--- config.mk ---
export PLATFORM = sky130hd
export DESIGN_NAME = kbd_cursor_ctrl
export DESIGN_NICKNAME = d
export VERILOG_FILES = /design/src/rtl/kbd_pkg.sv /design/src/rtl/kbd_evt_decode.sv /design/src/rtl/kbd_cursor_ctrl.sv
export SDC_FILE = /design/constraint.sdc
export NUM_CORES = 1
export LEC_CHECK = 0
export ABC_AREA = 1
export CAP_MARGIN = 20
export CORE_UTILIZATION = 56
export DETAILED_ROUTE_END_ITERATION = 12
export DONT_BUFFER_PORTS = 1
export GPL_TIMING_DRIVEN = 0
export PLACE_DENSITY = 0.77
export SYNTH_ARGS = -nofsm -noshare
export SYNTH_HDL_FRONTEND = slang
export SYNTH_SLANG_ARGS = --single-unit
--- constraint.sdc ---
create_clock -name clk -period 1.8 [get_ports clk]
set_input_delay 0.45 -clock clk [delete_from_list [all_inputs] [get_ports clk]]
set_output_delay 0.45 -clock clk [all_outputs]
set_load 0.02 [all_outputs]
--- src/rtl/kbd_pkg.sv ---
// Shared constants and types for the keyboard-driven cursor controller:
// scancodes, colours, FSM encoding and the buffered event record.
package kbd_pkg;

  localparam logic [7:0] KEY_F = 8'h2B;
  localparam logic [7:0] KEY_Q = 8'h15;
  localparam logic [7:0] KEY_H = 8'h33;
  localparam logic [7:0] KEY_X = 8'h22;
  localparam logic [7:0] KEY_R = 8'h2D;
  localparam logic [7:0] KEY_G = 8'h34;
  localparam logic [7:0] KEY_B = 8'h32;
  localparam logic [7:0] KEY_W = 8'h1D;
  localparam logic [7:0] KEY_I = 8'h43;
  localparam logic [7:0] KEY_K = 8'h42;
  localparam logic [7:0] KEY_J = 8'h3B;
  localparam logic [7:0] KEY_L = 8'h4B;

  localparam logic [2:0] COL_RED   = 3'b100;
  localparam logic [2:0] COL_GREEN = 3'b010;
  localparam logic [2:0] COL_BLUE  = 3'b001;
  localparam logic [2:0] COL_WHITE = 3'b111;

  typedef enum logic {IDLE = 1'b0, WRITE = 1'b1} state_t;

  typedef enum logic [1:0] {
    CLS_NONE   = 2'd0,
    CLS_MOVE   = 2'd1,
    CLS_CHAR   = 2'd2,
    CLS_COLOUR = 2'd3
  } evt_class_t;

  typedef struct packed {
    evt_class_t cls;
    logic [7:0] code;
  } event_t;

  // Per-axis cursor step produced by a move key.
  typedef enum logic [1:0] {
    STEP_NONE = 2'b00,
    STEP_INC  = 2'b01,
    STEP_DEC  = 2'b11
  } step_t;

endpackage

--- src/rtl/kbd_evt_decode.sv ---
// Combinational event decoder: scancode plus class flags to class, glyph,
// colour and cursor step. A scancode outside its class table yields CLS_NONE.
module kbd_evt_decode
  import kbd_pkg::*;
(
  input  logic [7:0]  code,
  input  logic        char_check,
  input  logic        colour_check,
  input  logic        move_check,
  output evt_class_t  cls,
  output logic [1:0]  glyph,
  output logic [2:0]  colour,
  output step_t       dx,
  output step_t       dy
);

  always_comb begin
    cls    = CLS_NONE;
    glyph  = 2'd0;
    colour = COL_WHITE;
    dx     = STEP_NONE;
    dy     = STEP_NONE;
    // Flag priority is move, then glyph, then colour.
    if (move_check) begin
      cls = CLS_MOVE;
      case (code)
        KEY_I:   dy  = STEP_DEC;
        KEY_K:   dy  = STEP_INC;
        KEY_J:   dx  = STEP_DEC;
        KEY_L:   dx  = STEP_INC;
        default: cls = CLS_NONE;
      endcase
    end else if (char_check) begin
      cls = CLS_CHAR;
      case (code)
        KEY_F:   glyph = 2'd0;
        KEY_Q:   glyph = 2'd1;
        KEY_H:   glyph = 2'd2;
        KEY_X:   glyph = 2'd3;
        default: cls   = CLS_NONE;
      endcase
    end else if (colour_check) begin
      cls = CLS_COLOUR;
      case (code)
        KEY_R:   colour = COL_RED;
        KEY_G:   colour = COL_GREEN;
        KEY_B:   colour = COL_BLUE;
        KEY_W:   colour = COL_WHITE;
        default: cls    = CLS_NONE;
      endcase
    end
  end

endmodule

--- src/rtl/kbd_cursor_ctrl.sv ---
// Cursor/glyph/colour state for the character display, issuing one buffer
// write per glyph key, with a one-deep buffer for keys arriving mid-write.
//
// Write handshake: wr_req rises with wr_x/wr_y/wr_char/wr_colour valid and
// holds them frozen until wr_ack is sampled high at a clock edge; wr_req
// falls on that edge. wr_ack while wr_req is low has no effect.
module kbd_cursor_ctrl
  import kbd_pkg::*;
#(
  parameter int COLS  = 16,
  parameter int ROWS  = 12,
  parameter int COL_W = 4,
  parameter int ROW_W = 4
) (
  input  logic             clk,
  input  logic             reset,
  input  logic [7:0]       scancode,
  input  logic             key_valid,
  input  logic             char_check,
  input  logic             colour_check,
  input  logic             move_check,
  output logic [COL_W-1:0] cur_x,
  output logic [ROW_W-1:0] cur_y,
  output logic [1:0]       cur_char,
  output logic [2:0]       cur_colour,
  output logic             wr_req,
  output logic [COL_W-1:0] wr_x,
  output logic [ROW_W-1:0] wr_y,
  output logic [1:0]       wr_char,
  output logic [2:0]       wr_colour,
  input  logic             wr_ack,
  output logic             drop
);

  state_t     state, state_nx;
  event_t     buf_evt;
  logic       buf_full;

  evt_class_t live_cls, buf_cls, sel_cls;
  logic [1:0] live_glyph, buf_glyph, sel_glyph;
  logic [2:0] live_colour, buf_colour, sel_colour;
  step_t      live_dx, live_dy, buf_dx, buf_dy, sel_dx, sel_dy;

  logic       live_ok, use_buf, do_evt, buf_load, buf_clear, drop_nx, wr_done;
  logic [COL_W-1:0] x_nx;
  logic [ROW_W-1:0] y_nx;

  kbd_evt_decode u_live_dec (
    .code         (scancode),
    .char_check   (char_check),
    .colour_check (colour_check),
    .move_check   (move_check),
    .cls          (live_cls),
    .glyph        (live_glyph),
    .colour       (live_colour),
    .dx           (live_dx),
    .dy           (live_dy)
  );

  // The buffer stores the resolved class, so it is re-expanded to one flag.
  kbd_evt_decode u_buf_dec (
    .code         (buf_evt.code),
    .char_check   (buf_evt.cls == CLS_CHAR),
    .colour_check (buf_evt.cls == CLS_COLOUR),
    .move_check   (buf_evt.cls == CLS_MOVE),
    .cls          (buf_cls),
    .glyph        (buf_glyph),
    .colour       (buf_colour),
    .dx           (buf_dx),
    .dy           (buf_dy)
  );

  assign live_ok    = key_valid && (live_cls != CLS_NONE);
  assign use_buf    = (state == IDLE) && buf_full;
  assign sel_cls    = use_buf ? buf_cls    : live_cls;
  assign sel_glyph  = use_buf ? buf_glyph  : live_glyph;
  assign sel_colour = use_buf ? buf_colour : live_colour;
  assign sel_dx     = use_buf ? buf_dx     : live_dx;
  assign sel_dy     = use_buf ? buf_dy     : live_dy;

  always_ff @(posedge clk or posedge reset) begin
    if (reset) state <= IDLE;
    else       state <= state_nx;
  end

  always_comb begin
    state_nx  = state;
    do_evt    = 1'b0;
    buf_load  = 1'b0;
    buf_clear = 1'b0;
    drop_nx   = 1'b0;
    wr_done   = 1'b0;
    case (state)
      IDLE: begin
        if (buf_full) begin
          do_evt    = 1'b1;
          buf_load  = live_ok;
          buf_clear = !live_ok;
        end else if (live_ok) begin
          do_evt = 1'b1;
        end
        if (do_evt && sel_cls == CLS_CHAR) state_nx = WRITE;
      end
      WRITE: begin
        if (live_ok) begin
          if (buf_full) drop_nx  = 1'b1;
          else          buf_load = 1'b1;
        end
        if (wr_ack) begin
          wr_done  = 1'b1;
          state_nx = IDLE;
        end
      end
      default: state_nx = IDLE;
    endcase
  end

  // Wrap-around cursor arithmetic.
  always_comb begin
    x_nx = cur_x;
    y_nx = cur_y;
    case (sel_dx)
      STEP_INC: x_nx = (cur_x == COL_W'(COLS - 1)) ? '0 : cur_x + 1'b1;
      STEP_DEC: x_nx = (cur_x == '0) ? COL_W'(COLS - 1) : cur_x - 1'b1;
      default:  x_nx = cur_x;
    endcase
    case (sel_dy)
      STEP_INC: y_nx = (cur_y == ROW_W'(ROWS - 1)) ? '0 : cur_y + 1'b1;
      STEP_DEC: y_nx = (cur_y == '0) ? ROW_W'(ROWS - 1) : cur_y - 1'b1;
      default:  y_nx = cur_y;
    endcase
  end

  always_ff @(posedge clk or posedge reset) begin
    if (reset) begin
      cur_x      <= '0;
      cur_y      <= '0;
      cur_char   <= 2'd0;
      cur_colour <= COL_WHITE;
      wr_req     <= 1'b0;
      wr_x       <= '0;
      wr_y       <= '0;
      wr_char    <= 2'd0;
      wr_colour  <= 3'd0;
      drop       <= 1'b0;
      buf_full   <= 1'b0;
      buf_evt    <= '0;
    end else begin
      drop <= drop_nx;
      if (buf_load) begin
        buf_evt.cls  <= live_cls;
        buf_evt.code <= scancode;
        buf_full     <= 1'b1;
      end else if (buf_clear) begin
        buf_full <= 1'b0;
      end
      if (wr_done) wr_req <= 1'b0;
      if (do_evt) begin
        case (sel_cls)
          CLS_MOVE: begin
            cur_x <= x_nx;
            cur_y <= y_nx;
          end
          CLS_COLOUR: cur_colour <= sel_colour;
          CLS_CHAR: begin
            // The write carries the cursor and colour as they were before this key.
            cur_char  <= sel_glyph;
            wr_req    <= 1'b1;
            wr_x      <= cur_x;
            wr_y      <= cur_y;
            wr_char   <= sel_glyph;
            wr_colour <= cur_colour;
          end
          default: ;
        endcase
      end
    end
  end

endmodule
==> results of run 1 <==
area by class of cell:
type                    instances  area, um^2  area share [%]
clock inverters                 2        12.5           0.402
clock buffers                   6        82.6            2.65
repair buffers                 15         138            4.42
well taps                      52        65.1            2.09
plain buffers                  10        86.3            2.77
multi-input cells             285        1610            51.7
inverters                      43         161            5.18
flip-flops and latches         38         960            30.8
where the power goes:
part,internal (mW),switching (mW)
Clock,0.308,0.305
Sequential,0.864,0.0170
Combinational,0.0233,0.0546
per-layer routing:
metal | part of all wire, % | vias to the layer above
met5 | 0 | -
met1 | 45 | 1140
met4 | 1.7 | 0
li1 | - | 1248
met3 | 5.9 | 10
met2 | 47 | 84
metrics by stage:
step | TNS [ns] | util, % | setup WS, ns
6_report | -1.14 | 70.1 | -0.0964
5_1_grt | -3.51 | 70.1 | -0.197
4_1_cts | 0 | 65.3 | 0.00151
3_5_place_dp | -2.83 | 61.3 | -0.140
3_3_place_gp | -2.24 | 61.3 | -0.123
2_1_floorplan | 0 | - | 0.0670
repair_timing:
action                     in CTS  in global routing
buffers inserted                6                  8
cloned                          0                  1
pin swaps                       6                 21
gates resized for setup        13                 41
setup endpoints to repair      22                 25
kinds of logic after synthesis:
group / synth area share, %
AOI/OAI and AO/OA: 9.09
adders and majority gates: 2.35
and+or+nand+nor: 40.7
xor gates and xnor gates: 2.64
DFF: 35.9
buffers and inverters: 9.32
worst max-delay path by stage:
stage,slack [ns],endpoint,cells past startpoint,from
floorplan,0.07,wr_colour[0],14,scancode[7]
global placement,-0.12,wr_colour[0],13,buf_evt[6]
detailed placement,-0.14,wr_y[0],13,buf_evt[6]
CTS,0.002,wr_y[0],15,buf_evt[1]
global route,-0.20,wr_y[1],13,buf_evt[6]
finish,-0.1,wr_colour[0],13,buf_evt[6]
critical path: stages (launching register included):
cell and delay [ns]:
dfrtp_2 0.46, nor2_4 0.15, nand3_2 0.15, inv_2 0.12
o21ai_2 0.06, nand2_1 0.07, nand2_2 0.07, nand3_2 0.08
nand2_2 0.10, nor2_8 0.18, nand2_8 0.09, clkbuf_16 0.17
nand2_2 0.05, nand2_2 0.04
placed cells by master (no fill, tap or decap), drive strengths merged:
| master | n |
|---|---|
| nand2 | 131 |
| nand3 | 49 |
| inv | 43 |
| nor2 | 36 |
| dfrtp | 35 |
| o21ai | 28 |
| buf | 23 |
| clkbuf | 8 |
| xor2 | 5 |
| ha | 5 |
| nor3 | 5 |
| nand4 | 4 |
| a21oi | 4 |
| nand3b | 3 |
| xnor2 | 3 |
| dfstp | 3 |
| and2 | 2 |
| o21bai | 1 |
| or2 | 1 |
| o21a | 1 |
| nor3b | 1 |
| a32o | 1 |
| a31oi | 1 |
| o2111ai | 1 |
| o31ai | 1 |
| o211ai | 1 |
| a21o | 1 |
| clkinvlp | 1 |
| clkinv | 1 |
state kept, by name, indices dropped and copies added (netlist names):
register / flops
buf_evt: 10
buf_full: 1
cur_colour: 3
cur_x: 4
cur_y: 4
drop: 1
state: 1
wr_char: 2
wr_colour: 3
wr_req: 1
wr_x: 4
wr_y: 4
==> summary.md, run 1 <==
| Metric | Value |
|---|---|
| DRC errors left | 4 |
| Critical Path RT | 1.99 ns |
| Clk_lat worst skew | 0.29 ns |
| Worst R2R End | wr_colour[0] |
| Grt met2 use | 40.1% |
| Clock Tree Buf Depth | 2 |
| P per Cell Area | 505 nW/um^2 |
| Post-synth cell types | 41 |
| CTS Hold Buffers Added | 0 |
| Post-DP HPWL | 4.30 mm |
| CTS root buf | clkbuf_8 |
| Yosys top cell area share | 33.0% |
| Failing checks | DRC, setup timing |
| Synthesized flop and latch total | 38 |
| Post-layout min period | 1.90 ns |
| Synth Area per Inst | 7.07 um^2 |
| H-tree levels | 2 |
| Via count | 2482 |
| Synth Instances | 376 |
| CTS sink count | 38 |
| CP arrival | 2.09 ns |
| GR met3 Demand/Resource | 5.27% |
| Maximum clock rate | 527 MHz |
| Initial cell density of the core | 59.8% |
| IR Drop Worst-Case VDD | 0.000246 V |
| Status | finished with violations |
| Initial antenna violation count | 0 |
| Final Cell Area | 3110 um^2 |
| Sequential-to-total area share from yosys stat | 35.9% |
| Clock Pin Slew Worst Setup and Hold Paths | 0.07 ns |
| Drt via density | 5.50 |
| Core area | 4440 um^2 |
| Die Ht | 70.9 um |
| Placer Congestion | 0.873 |
| Largest net degree at the start of global routing | 39 |
| Iter 0 DRT Violations | 171 |
| # Max-Cap Violations | 0 |
| Number of CTS-inserted buffers | 5 |
| P&R area growth vs syn | 17.2% |
| Routed len/inst | 13.6 um |
| Post-synth EDFFs | 0 |
| P_leak | 1.55 nW |
| Slew of the pin with the lowest slew margin | 0.781 ns |
| Dominant synthesized flop cell | dfrtp_1 |
| Dpl cell area | 2720 um^2 |
| Global-route wire length before repair | 9.87 mm |
| Met1 usage | 34.1% |
| Total wire length | 6.14 mm |
| Fin Clk Skew | 0.00658 ns |
| DRT antenna net count | 0 |
| CTS tree | built |
| Power Total | 1.57 mW |
| RR Startpoint | buf_evt[6] |
| Largest cells by area after synthesis | dfrtp_1 33%, nand2_1 16%, nand3_1 8.5%, inv_1 5.6%, o21ai_0 4.5% |
| Final Hold Fails | 0 |
| Worst rel slew slack | 47.9% |
| Worst setup EP type | register |
| DR pass1 iterations | 10 |
| Fill cells | 381 |
| Die ar. | 5030 um^2 |
| Endpoints failing setup | 17 |
| Top cells by count, synth | 114 x nand2_1, 45 x nand3_1, 40 x inv_1, 35 x dfrtp_1, 31 x nor2_1 |
| Kind of critical path | register to register |
| WHS | 0.174 ns |
| Layout Nets | 418 |
| Syn nets | 396 |
| Area leader, netlist | dfrtp_1 |
| Chip width | 70.9 um |
| Worst setup margin | -0.0964 ns |
| Worst Path Max Fanout | 6 |
| # rows | 24 |
| Synthesized cell area | 2660 um^2 |
| Busiest grt layer | met2 |
| DP Cell Count | 428 |
| Io pins | 43 |
| Max-slew violations | 0 |
| Total number of yosys warnings | 0 |
| Total Routing Usage GR | 25.2% |
| Vias in the first global route | 2236 |
| R2R depth | 13 |
| Tcrit/Tclk final | 105% |
| # diodes | 0 |
| Cell with the most instances after synthesis | nand2_1 |
| RSZ-0062 raised after global routing | yes |
| PortBufs | 0 |
| FFs w/ async S/R, synth | 100% |
| Finished Layout Cells | 451 |
| R2R setup slack | -0.1 ns |
| Total grt overflow | 0 |
| Startpoint types | register |
| Hold crit path type | primary input to asynchronous set/reset pin |
| Layout cells sized above 1 | 27.3% |
(Power assumes the default switching activity.)
==> run 2: changes to the inputs <==
--- a/config.mk
+++ b/config.mk
@@ -12,6 +12,7 @@
 export DONT_BUFFER_PORTS = 1
 export GPL_TIMING_DRIVEN = 0
 export PLACE_DENSITY = 0.77
+export SKIP_LAST_GASP = 1
 export SYNTH_ARGS = -nofsm -noshare
 export SYNTH_HDL_FRONTEND = slang
 export SYNTH_SLANG_ARGS = --single-unit
==> summary.md, run 2 (synthesis gave the netlist of run 1 again) <==
| Metric | Value |
|---|---|
| Most used cell, CP | nand2_2 |
| Endpoints failing setup | 17 (unchanged) |
| Total wire length | 6.14 mm (about the same) |
| Kind of critical path | register to register |
| Commonest non-fill, non-tap cells in the layout | 104 x nand2_1, 41 x nand3_1, 32 x inv_1 |
| Worst-path cell chain | nor2_4, nand3_2, inv_2, o21ai_2, nand2_1, nand2_2, nand3_2, nand2_2, nor2_8, nand2_8, clkbuf_16, nand2_2, nand2_2 |
| H-tree levels | 2 (unchanged) |
| Clk_lat worst skew | 0.29 ns (about the same) |
| Total Routing Usage GR | 25.2% (unchanged) |
| Core area | 4440 um^2 (unchanged) |
| DRT antenna net count | 0 (unchanged) |
| Drt via density | 5.49 (-0.32%) |
| WP depth | 13 (unchanged) |
| Worst Path Max Fanout | 6 (unchanged) |
| CTS sink count | 38 (unchanged) |
| Max-slew violations | 0 (unchanged) |
| Clock share of power | 39.0% (about the same) |
| Global-route wire length before repair | 9.87 mm (unchanged) |
| Chip width | 70.9 um (unchanged) |
| CTS Hold Buffers Added | 0 (unchanged) |
| Worst rel slew slack | 47.9% (about the same) |
| # diodes | 0 (unchanged) |
| Clock Pin Slew Worst Setup and Hold Paths | 0.07 ns (about the same) |
| Layout cells sized above 1 | 27.3% (unchanged) |
| CP arrival | 2.09 ns (about the same) |
| PortBufs | 0 (unchanged) |
| Layout Nets | 418 (unchanged) |
| CP delay by family, top | simple AND/OR/NAND/NOR gates |
| # rows | 24 (unchanged) |
| DRC errors left | 4 (unchanged) |
| RR Startpoint | buf_evt[6] |
| CTS tree | built |
| Sw frac | 24.0% (about the same) |
| Worst setup margin | -0.0979 ns (-0.00149 ns) |
| Iter 0 DRT Violations | 150 (-12%) |
| # Max-Cap Violations | 0 (unchanged) |
| Pint | 1.19 mW (about the same) |
| Layout Utilization | 70.1% (unchanged) |
| Worst R2R End | wr_colour[0] |
| RSZ-0062 raised after global routing | yes |
| Post-DP HPWL | 4.30 mm (unchanged) |
| Final Hold Fails | 0 (unchanged) |
| Worst setup EP type | register |
| Sequential share of power | 56.0% (about the same) |
| Io pins | 43 (unchanged) |
| Maximum clock rate | 527 MHz (about the same) |
| Initial cell density of the core | 59.8% (unchanged) |
| Buf/Inv on CP | 2 (unchanged) |
| Hold crit path type | primary input to asynchronous set/reset pin |
| CTS root buf | clkbuf_8 |
| Leading cell type in the layout, fill and taps excluded | nand2_1 |
| Largest net degree at the start of global routing | 39 (unchanged) |
| Slew of the pin with the lowest slew margin | 0.781 ns (+0.00000155 ns) |
| Number of CTS-inserted buffers | 5 (unchanged) |
| R2R depth | 13 (unchanged) |
| NetSw | 0.377 mW (about the same) |
| Post-layout min period | 1.90 ns (+0.00149 ns) |
| Fin Clk Skew | 0.00657 ns (-0.00000932 ns) |
| DP Worst Slack | -0.140 ns (unchanged) |
| IR Drop Worst-Case VDD | 0.000246 V (about the same) |
| Startpoint types | register |
| P&R area growth vs syn | 17.2% (unchanged) |
| Clock Tree Buf Depth | 2 (unchanged) |
| Die Ht | 70.9 um (unchanged) |
| DR pass1 iterations | 10 (unchanged) |
| Vias in the first global route | 2236 (unchanged) |
| Failing checks | DRC, setup timing |
| Status | finished with violations |
| Die ar. | 5030 um^2 (unchanged) |
| Tcrit/Tclk final | 105% (about the same) |
| DP Cell Count | 428 (unchanged) |
| Combinational Power Share | 5.0% (about the same) |
| Crit path capture | wr_colour[0] |
| Placer Congestion | 0.873 (unchanged) |
| Worst setup path startpoint | buf_evt[6] |
| Finished Layout Cells | 451 (unchanged) |
| Largest register by flop count | buf_evt |
| Via count | 2474 (-0.32%) |
| Initial antenna violation count | 0 (unchanged) |
| R2R setup slack | -0.1 ns (about the same) |
| Routed len/inst | 13.6 um (about the same) |
| P per Cell Area | 505 nW/um^2 (about the same) |
| Worst path max stage delay | 0.46 ns (about the same) |
| Critical Path RT | 1.99 ns (about the same) |
| Total grt overflow | 0 (unchanged) |
| Slowest-stage cell, CP | dfrtp_2 |
| P_leak | 1.55 nW (unchanged) |
| Max reg flops | 10 (unchanged) |
-- run 2: repair_timing --
action,in CTS,in global routing
endpoints found under the hold margin,0,0
buffers inserted,6,8
gates cloned,0,1
pin swaps,6,21
setup endpoints to repair,22,25
resized for setup,13,41
-- run 2: stage by stage --
stage	setup TNS (ns)	power [mW]	cell area, um^2	hold WS (ns)
6_report	-1.16	1.57	3110	0.174
5_1_grt	-3.51	1.62	3110	0.219
4_1_cts	0	1.58	2900	0.196
3_5_place_dp	-2.83	0.971	2720	0.479
3_3_place_gp	-2.24	0.969	2720	0.480
2_1_floorplan	0	0.956	2660	0.459
-- run 2: worst min path at each step --
| stage | end | startpoint | depth (start not counted) |
|---|---|---|---|
| detailed placement | buf_evt[7] | buf_evt[7] | 2 |
| finish | buf_full | reset | 1 |
| CTS | drop | reset | 1 |
| global route | state | wr_ack | 1 |
| floorplan | buf_evt[7] | buf_evt[7] | 2 |
| global placement | buf_evt[7] | buf_evt[7] | 2 |
-- run 2: layer usage --
| metal | GRT usage (%) | vias to the layer above | wire length [um] |
|---|---|---|---|
| li1 | - | 1248 | - |
| met3 | 5.27 | 10 | 343 |
| met2 | 40.1 | 81 | 2890 |
| met5 | 0 | - | 0 |
| met4 | 9.33 | 0 | 104 |
| met1 | 34.1 | 1135 | 2800 |
-- run 2: power by group through the flow --
stage               sequential (mW)  clock (mW)  combinational [mW]
finish                        0.881       0.613              0.0778
global route                  0.882       0.650              0.0905
floorplan                     0.894           0              0.0613
global placement              0.896           0              0.0735
CTS                           0.880       0.621              0.0762
detailed placement            0.896           0              0.0748
-- run 2: area by class of cell --
cell class / count / area, um^2
multi-input cells: 285 / 1610
repair buffers: 15 / 138
well taps: 52 / 65.1
flip-flops and latches: 38 / 960
clock buffers: 6 / 82.6
clock inverters: 2 / 12.5
inverters: 43 / 161
plain buffers: 10 / 86.3
fillers: 381 / 1330
-- run 2: worst reg2reg max path, cell delays in order (launching register included) --
cell and delay [ns]:
dfrtp_2 0.46, nor2_4 0.16, nand3_2 0.15, inv_2 0.12
o21ai_2 0.06, nand2_1 0.07, nand2_2 0.07, nand3_2 0.08
nand2_2 0.10, nor2_8 0.18, nand2_8 0.09, clkbuf_16 0.17
nand2_2 0.05, nand2_2 0.04
